--- src/rtl/cronometro_contador.sv ---
// rtl/cronometro_contador.sv - stopwatch time base: tenths/seconds counter with start/stop, clear, lap and saturation
module cronometro_contador #(
  parameter int CLK_HZ  = 50_000_000,
  parameter int TICK_HZ = 10
) (
  input  logic       clk,
  input  logic       rst_n,
  input  logic       start_stop,
  input  logic       zerar,
  input  logic       parcial,
  output logic [9:0] seg,
  output logic [3:0] dec,
  output logic       rodando,
  output logic       congelado,
  output logic       estouro,
  output logic       tick
);

  localparam int DIV = CLK_HZ / TICK_HZ;
  localparam int PW  = (DIV > 1) ? $clog2(DIV) : 1;
  localparam logic [PW-1:0] PRESC_MAX = PW'(DIV - 1);

  typedef enum logic [1:0] {
    PARADO   = 2'd0,
    CONTANDO = 2'd1,
    ESTOURO  = 2'd2
  } estado_t;

  estado_t       estado, estado_n;
  logic [2:0]    sync1, sync2, prev;
  logic          start_e, zerar_e, parcial_e;
  logic [9:0]    seg_cnt, seg_n, snap_seg, snap_seg_n;
  logic [3:0]    dec_cnt, dec_n, snap_dec, snap_dec_n;
  logic [PW-1:0] presc, presc_n;
  logic          tick_n, cong_n;

  // Button bit order: {parcial, zerar, start_stop}
  assign start_e   = sync2[0] & ~prev[0];
  assign zerar_e   = sync2[1] & ~prev[1];
  assign parcial_e = sync2[2] & ~prev[2];

  always_ff @(posedge clk or negedge rst_n) begin
    if (!rst_n) begin
      sync1     <= '0;
      sync2     <= '0;
      prev      <= '0;
      estado    <= PARADO;
      seg_cnt   <= '0;
      dec_cnt   <= '0;
      presc     <= '0;
      snap_seg  <= '0;
      snap_dec  <= '0;
      congelado <= 1'b0;
      tick      <= 1'b0;
    end else begin
      sync1     <= {parcial, zerar, start_stop};
      sync2     <= sync1;
      prev      <= sync2;
      estado    <= estado_n;
      seg_cnt   <= seg_n;
      dec_cnt   <= dec_n;
      presc     <= presc_n;
      snap_seg  <= snap_seg_n;
      snap_dec  <= snap_dec_n;
      congelado <= cong_n;
      tick      <= tick_n;
    end
  end

  always_comb begin
    estado_n   = estado;
    seg_n      = seg_cnt;
    dec_n      = dec_cnt;
    presc_n    = presc;
    tick_n     = 1'b0;
    cong_n     = congelado;
    snap_seg_n = snap_seg;
    snap_dec_n = snap_dec;
    if (zerar_e) begin
      estado_n = PARADO;
      seg_n    = '0;
      dec_n    = '0;
      presc_n  = '0;
      cong_n   = 1'b0;
    end else begin
      if (estado == CONTANDO) begin
        if (presc == PRESC_MAX) begin
          presc_n = '0;
          tick_n  = 1'b1;
          if (seg_cnt == 10'd999 && dec_cnt == 4'd9) begin
            estado_n = ESTOURO;
          end else if (dec_cnt == 4'd9) begin
            dec_n = '0;
            seg_n = seg_cnt + 10'd1;
          end else begin
            dec_n = dec_cnt + 4'd1;
          end
        end else begin
          presc_n = presc + PW'(1);
        end
      end
      // A saturating tick in the same cycle as a stop request keeps ESTOURO
      if (start_e) begin
        if (estado == PARADO)
          estado_n = CONTANDO;
        else if (estado == CONTANDO && estado_n == CONTANDO)
          estado_n = PARADO;
      end
      if (parcial_e) begin
        if (!congelado) begin
          snap_seg_n = seg_n;
          snap_dec_n = dec_n;
          cong_n     = 1'b1;
        end else begin
          cong_n = 1'b0;
        end
      end
    end
  end

  assign seg     = congelado ? snap_seg : seg_cnt;
  assign dec     = congelado ? snap_dec : dec_cnt;
  assign rodando = (estado == CONTANDO);
  assign estouro = (estado == ESTOURO);

endmodule

--- config.mk ---
export PLATFORM = sky130hd
export DESIGN_NAME = cronometro_contador
export DESIGN_NICKNAME = d
export VERILOG_FILES = /design/src/rtl/cronometro_contador.sv
export SDC_FILE = /design/constraint.sdc
export NUM_CORES = 1
export LEC_CHECK = 0
export CORE_MARGIN = 5
export CORE_UTILIZATION = 53
export DETAILED_ROUTE_END_ITERATION = 7
export PLACE_DENSITY_LB_ADDON = 0.25
export SYNTH_ARGS = -nofsm -noshare
export SYNTH_HDL_FRONTEND = slang
export SYNTH_SLANG_ARGS = --single-unit
--- constraint.sdc ---
create_clock -name clk -period 1.81 [get_ports clk]
set_input_delay 0.362 -clock clk [delete_from_list [all_inputs] [get_ports clk]]
set_output_delay 0.362 -clock clk [all_outputs]
set_load 0.03 [all_outputs]
==> flow_metrics.py <==
metrics = {
    "placed_design": {
        "port_buffers": 22,
        "dpl.hpwl_mm": 5.50,
        "place_ws_ns": -0.194,
        "place.gp.congestion": 0.923,
    },
    "critical_path": {
        "crit_path_max_fanout": 11,
        "r2r_slack_ns": -0.18,
        "cp.buffers_inverters": 2,
        "worstSetupStartpointType": "flop",
        "worstPathArrival_ns": 2.23,
        "timing.rr.start": "presc[1]$_DFFE_PN0P_",
        "crit_start": "presc[1]$_DFFE_PN0P_",
        "crit_family": "simple AND/OR/NAND/NOR gates",
        "worst_setup_path_end_kind": "flop",
        "critPathMaxStageDelay_ns": 0.37,
        "path_cells": "ha_2 -> and4_1 -> nand4_1 -> buf_4 -> buf_8 -> nor3_4 -> mux2i_2 -> o21ai_1",
        "crit_type": "reg2reg",
        "slowest_stage": "dfrtp_1",
        "required_ns": 2.05,
    },
    "sta": {
        "clock.fmax_ghz": 0.503,
        "clock_skew_ns": 0.0111,
        "finalSetupViolCount": 56,
        "grt_setup_unrepaired": "true",
        "setup_slack_ns": -0.180,
        "worstMarginPinSlew_ns": 0.418,
        "slew_headroom_pct": 72.1,
        "hold_viol": 0,
        "layout_min_cycle_time_ns": 1.99,
        "fin_hold_ws_ns": 0.00530,
        "finalSetupTns_ns": -4.60,
        "drv_slew": 0,
        "fin_crit_sh_pct": 110,
    },
    "power_and_ir_drop": {
        "leakagePower_nw": 2.21,
        "pwr-share-clk_pct": 37.4,
        "irDropWorstVdd_v": 0.000893,
        "swShare_pct": 28.5,
        "p_seq_share_pct": 48.2,
        "p_int_mw": 2.22,
        "p_switching_mw": 0.883,
        "p_per_area_mw_per_mm2": 660,
        "combPwrFrac_pct": 14.4,
    },
    "die": {
        "fp-row-count": 28,
        "die_area_mm2": 0.00775,
        "fp.dieH_um": 88.0,
        "die_x_um": 88.0,
        "initial_core_util_pct": 54.5,
        "core_area_mm2": 0.00592,
        "ios": 23,
    },
    "finish": {
        "most-common-layout-cells": "64 x buf_4, 63 x dfrtp_1, 38 x nor2_1, 35 x nand2_1, 19 x buf_6",
        "num_antenna_cells": 0,
        "fillerInstances": 360,
        "final_core_util_pct": 79.4,
        "fin_nets": 432,
        "syn_to_final_growth_pct": 45.7,
        "final_common_cell": "buf_4",
        "drive_above_1_share_pct": 39.6,
    },
    "logic_synthesis": {
        "syn_avg_cell_area_um2": 10.0,
        "ys_warn_count": 0,
        "syn_nets": 332,
        "synth_edf_count": 0,
        "ys_seq_area_share_pct": 49.6,
        "syn_area_mm2": 0.00323,
        "synthCells": 322,
        "ys.flop_type": "dfrtp_1",
        "yosysUniqueCellTypes": 50,
        "postSynth.asyncResetShare_pct": 100,
        "ys_ff_latch": 64,
    },
    "global_route": {
        "grt-ovfl-total": 0,
        "grt_pass1_vias": 2839,
        "grt_start_max_net_pins": 65,
        "antenna_found_initial": 0,
        "grt_pass1_wl_mm": 13.6,
        "grt_usage_pct": 23.0,
    },
    "detailed_routing": {
        "vias_per_cell": 6.02,
        "vias": 3023,
        "first_pass_iters": 5,
        "drt_iter0_markers": 226,
        "route.detailed.drc": 0,
        "wl_mm": 9.33,
        "ant_nets": 0,
        "wire_per_inst_um": 18.6,
    },
    "clock_tree": {
        "root_buffer": "clkbuf_8",
        "htreeDepth": 3,
        "cts_buffers": 9,
        "cts_max_path_buffers": 2,
        "clock_sinks": 64,
        "cts_tree": "yes",
        "clk_latency_ns": 0.36,
        "clkTransAtPathRegs_ns": 0.08,
    },
    "job": {
        "cap_violations": 0,
    },
    "outcome": {
        "status": "finished, violations left",
        "failed_checks": "negative setup slack",
    },
    "min_path": {
        "min_path_type": "in2async",
    },
}
## path summary, 6_finish.rpt
kind,to,cells past startpoint
max in group asynchronous,congelado$_DFFE_PN0P_,2
max,snap_seg[1]$_DFFE_PN0P_,8
min,dec_cnt[0]$_DFF_PN0_,2
max reg2reg,snap_seg[1]$_DFFE_PN0P_,8
min in group clk,sync2[1]$_DFF_PN0_,0
min reg2reg,sync2[1]$_DFF_PN0_,0
## power groups by stage
stage | registers (mW) | clock network, mW | logic [mW]
after floorplan | 1.52 | 0 | 0.164
after global placement | 1.51 | 0 | 0.339
after detailed placement | 1.51 | 0 | 0.346
after CTS | 1.48 | 1.15 | 0.355
after global routing | 1.50 | 1.23 | 0.477
final | 1.49 | 1.16 | 0.447
## metrics by stage
step	cell area, µm²	total power, mW	instances
after floorplan	3290	1.68	322
after global placement	4070	1.85	476
after detailed placement	4070	1.86	476
after CTS	4290	2.99	494
after global routing	4700	3.21	502
final	4700	3.10	502
## state kept, by name, indices dropped and copies added (netlist names)
name	count
congelado	1
dec_cnt	4
estado	2
presc	23
prev	3
seg_cnt	10
snap_dec	4
snap_seg	10
sync1	3
sync2	3
tick	1
## layout make-up
class	instances	area [µm²]	area share, %
clock buffer	10	138	2.93
clock inverter	6	45.0	0.958
inverter	8	30.0	0.639
multi-input combinational	240	1870	39.8
sequential	64	1600	34.1
tap	75	93.8	2.00
timing repair buffer	99	920	19.6
## logic make-up (layout without fill, tap and decap cells)
kind of cell	Yosys count	after routing	synth area share, %
simple gates	152	152	25.6
flops	64	64	49.6
compound gates	44	45	8.72
xor+xnor	23	23	6.24
buf+inv	19	123	2.71
mux	15	15	5.12
fa+ha+maj	5	5	1.94
## synth_stat cells (7+ instances only)
cell,n,area share [%]
o21ai_1,7,1.1
nor2_1,38,4.4
dfrtp_1,64,50
xnor2_1,18,4.9
nand3_1,14,2.2
and3_1,9,1.7
o21ai_0,12,1.9
nand2_1,36,4.2
inv_1,8,0.93
clkbuf_1,8,0.93
mux2_2,12,4.2
nand4_1,10,1.9
nor3_1,10,1.6
## metal layers
layer / GRT usage, % / share of wire, % / wire (µm) / vias to the layer above
li1: - / - / - / 1357
met4: 9.75 / 2.1 / 197 / 0
met5: 0 / 0 / 0 / -
met1: 29.6 / 40 / 3750 / 1515
met3: 3.86 / 6.2 / 582 / 26
met2: 38.4 / 51 / 4810 / 125
## what timing repair did
action | 4_1_cts | 5_1_grt
resized for setup | 68 | 85
endpoints found under the hold margin | 0 | 0
pin swaps | 15 | 28
hold buffers | 0 | 0
setup buffers | 1 | 5
gates cloned | 1 | 3
setup endpoints to repair | 57 | 64
## worst register-to-register path, stage by stage (launching register included)
cell     delay [ns]
dfrtp_1        0.37
ha_2           0.18
and4_1         0.18
nand4_1        0.12
buf_4          0.19
buf_8          0.17
nor3_4         0.25
mux2i_2        0.30
o21ai_1        0.11
Note: power is estimated with default switching activity, not from simulation.
==> edit (same flow settings) <==
Register the inputs `start_stop`, `zerar` and `parcial` before use, cleared by the reset. The logic sees them one clock later.
--- a/src/rtl/cronometro_contador.sv
+++ b/src/rtl/cronometro_contador.sv
@@ -27,4 +27,20 @@
   } estado_t;
 
+  logic start_stop_q;
+  logic zerar_q;
+  logic parcial_q;
+
+  always_ff @(posedge clk or negedge rst_n) begin
+    if (!rst_n) begin
+      start_stop_q <= '0;
+      zerar_q      <= '0;
+      parcial_q    <= '0;
+    end else begin
+      start_stop_q <= start_stop;
+      zerar_q      <= zerar;
+      parcial_q    <= parcial;
+    end
+  end
+
   estado_t       estado, estado_n;
   logic [2:0]    sync1, sync2, prev;
@@ -54,5 +70,5 @@
       tick      <= 1'b0;
     end else begin
-      sync1     <= {parcial, zerar, start_stop};
+      sync1     <= {parcial_q, zerar_q, start_stop_q};
       sync2     <= sync1;
       prev      <= sync2;
Check against the original RTL: not equivalent (Yosys sat finds a counterexample within 4 cycles, from zero or initial values and one cycle with rst_n low).
==> edit against the unedited design <==
Sequential cell count up 3. Worst setup slack better by 0.20 ns. Synthesized area up 6.3%. Worst hold slack better by 0.018 ns. Combinational power up 8.5%. Total power up 13%. Die area up 5.6%. Critical endpoint is now dec[0]. Wire length down 15%. Final area down 5.9%. Largest cell class unchanged.
==> edit: results <==
set metrics [dict create \
    cts_buffers 9 \
    clock_latency_ns 0.34 \
    seq_area_frac_synth_pct 48.9 \
    reg_top3 "presc x23, seg_cnt x10, snap_seg x10" \
    cp_max_fo 13 \
    p_leak_nw 2.09 \
    use_met2_pct 31.9 \
    netlist_top_cells_count "dfrtp_1, nand2_1, nor2_1" \
    num-fill-cells 469 \
    max_stage_delay_ns 0.41 \
    grt_start_max_net_pins 43 \
    portBuffers 22 \
    crit_family "flip-flops" \
    synth.distinct_cells 51 \
    clockBufferDepth 2 \
    relSlewSlack_pct 65.0 \
    reg2reg_depth 6 \
    yosys_warnings 0 \
    r2r_slack_ns 0.02 \
    final_nets 421 \
    totalWireLength_mm 7.93 \
    crit_path_start "congelado$_DFFE_PN0P_" \
    status "complete, no violations" \
    clk_pin_slew_ns 0.07 \
    syn_nets 346 \
    worstHoldPathType "input port to async pin" \
    drt_iter0_markers 153 \
    vias 2796 \
    gp_congestion 0.833 \
    r2r-end "snap_seg[1]$_DFFE_PN0P_" \
    antenna_cells 0 \
    critical_path.endpoint "dec[0]" \
    grt_pass1_wl_mm 13.6 \
    synth.area.top_cells "dfrtp_1, mux2_2, nand2_1" \
    drive_gt1_share_pct 32.7 \
    htreeDepth 3 \
    cp.arrival_ns 1.43 \
    met3_usage_pct 4.17 \
    gr-usage-all-layers_pct 20.1 \
    first_pass_iters 4 \
    irDropWorstVdd_mv 0.584 \
    crit_slowest_cell "dfrtp_1" \
    r2r-start "seg_cnt[0]$_DFF_PN0_" \
    fin_skew_ns 0.00959 \
    dpl.hpwl_mm 5.64 \
    use_met1_pct 27.2 \
    antenna_found_initial 0 \
    cts_root_buf "clkbuf_8" \
]
## edit: per-stage QoR
step                      setup TNS [ns]  setup slack [ns]  cells  instance area [sq um]  hold slack, ns
after detailed placement          -0.206           -0.0355    475                   4090           0.335
final                                  0            0.0207    493                   4430          0.0231
after CTS                        -0.0843           -0.0843    491                   4310          0.0236
after global routing               -1.50            -0.101    493                   4430          0.0438
after global placement           -0.0554           -0.0244    475                   4090           0.335
after floorplan                        0            0.0182    336                   3440          0.0664
## edit: final cells by class
type	count	area, sq um	share of cell area, %
Inverter	5	18.8	0.424
Multi-Input combinational cell	250	1790	40.4
Timing Repair Buffer	78	611	13.8
Sequential cell	67	1680	37.9
Clock buffer	11	151	3.42
Tap cell	77	96.3	2.18
Clock inverter	5	83.8	1.89
## edit: where the power goes
part	leakage, nW	internal (mW)	switching [mW]
combinational	1.08	0.213	0.273
clock	0.112	0.856	0.572
sequential	0.897	1.56	0.0361
total	2.09	2.62	0.880
## edit: timing repair
item | 4_1_cts | 5_1_grt
setup endpoints to repair | 22 | 52
pin swaps | 4 | 13
setup buffers | 0 | 3
gates resized for setup | 74 | 33
endpoints found under the hold margin | 0 | 0
## edit: cell families (layout without fill, tap and decap cells)
kind of cell / count (synthesis) / count (layout) / synth area share [%]
xor+xnor: 21 / 21 / 5.36
flops: 67 / 67 / 48.9
simple gates: 154 / 154 / 25.6
buf+inv: 19 / 99 / 2.48
compound gates: 54 / 54 / 10.7
fa+ha+maj: 5 / 5 / 1.82
mux: 16 / 16 / 5.14
## edit: per-layer routing
layer	share of wire, %	vias to the layer above
li1	-	1366
met1	46	1365
met2	49	56
met3	3.8	9
met4	1.2	0
met5	0	-
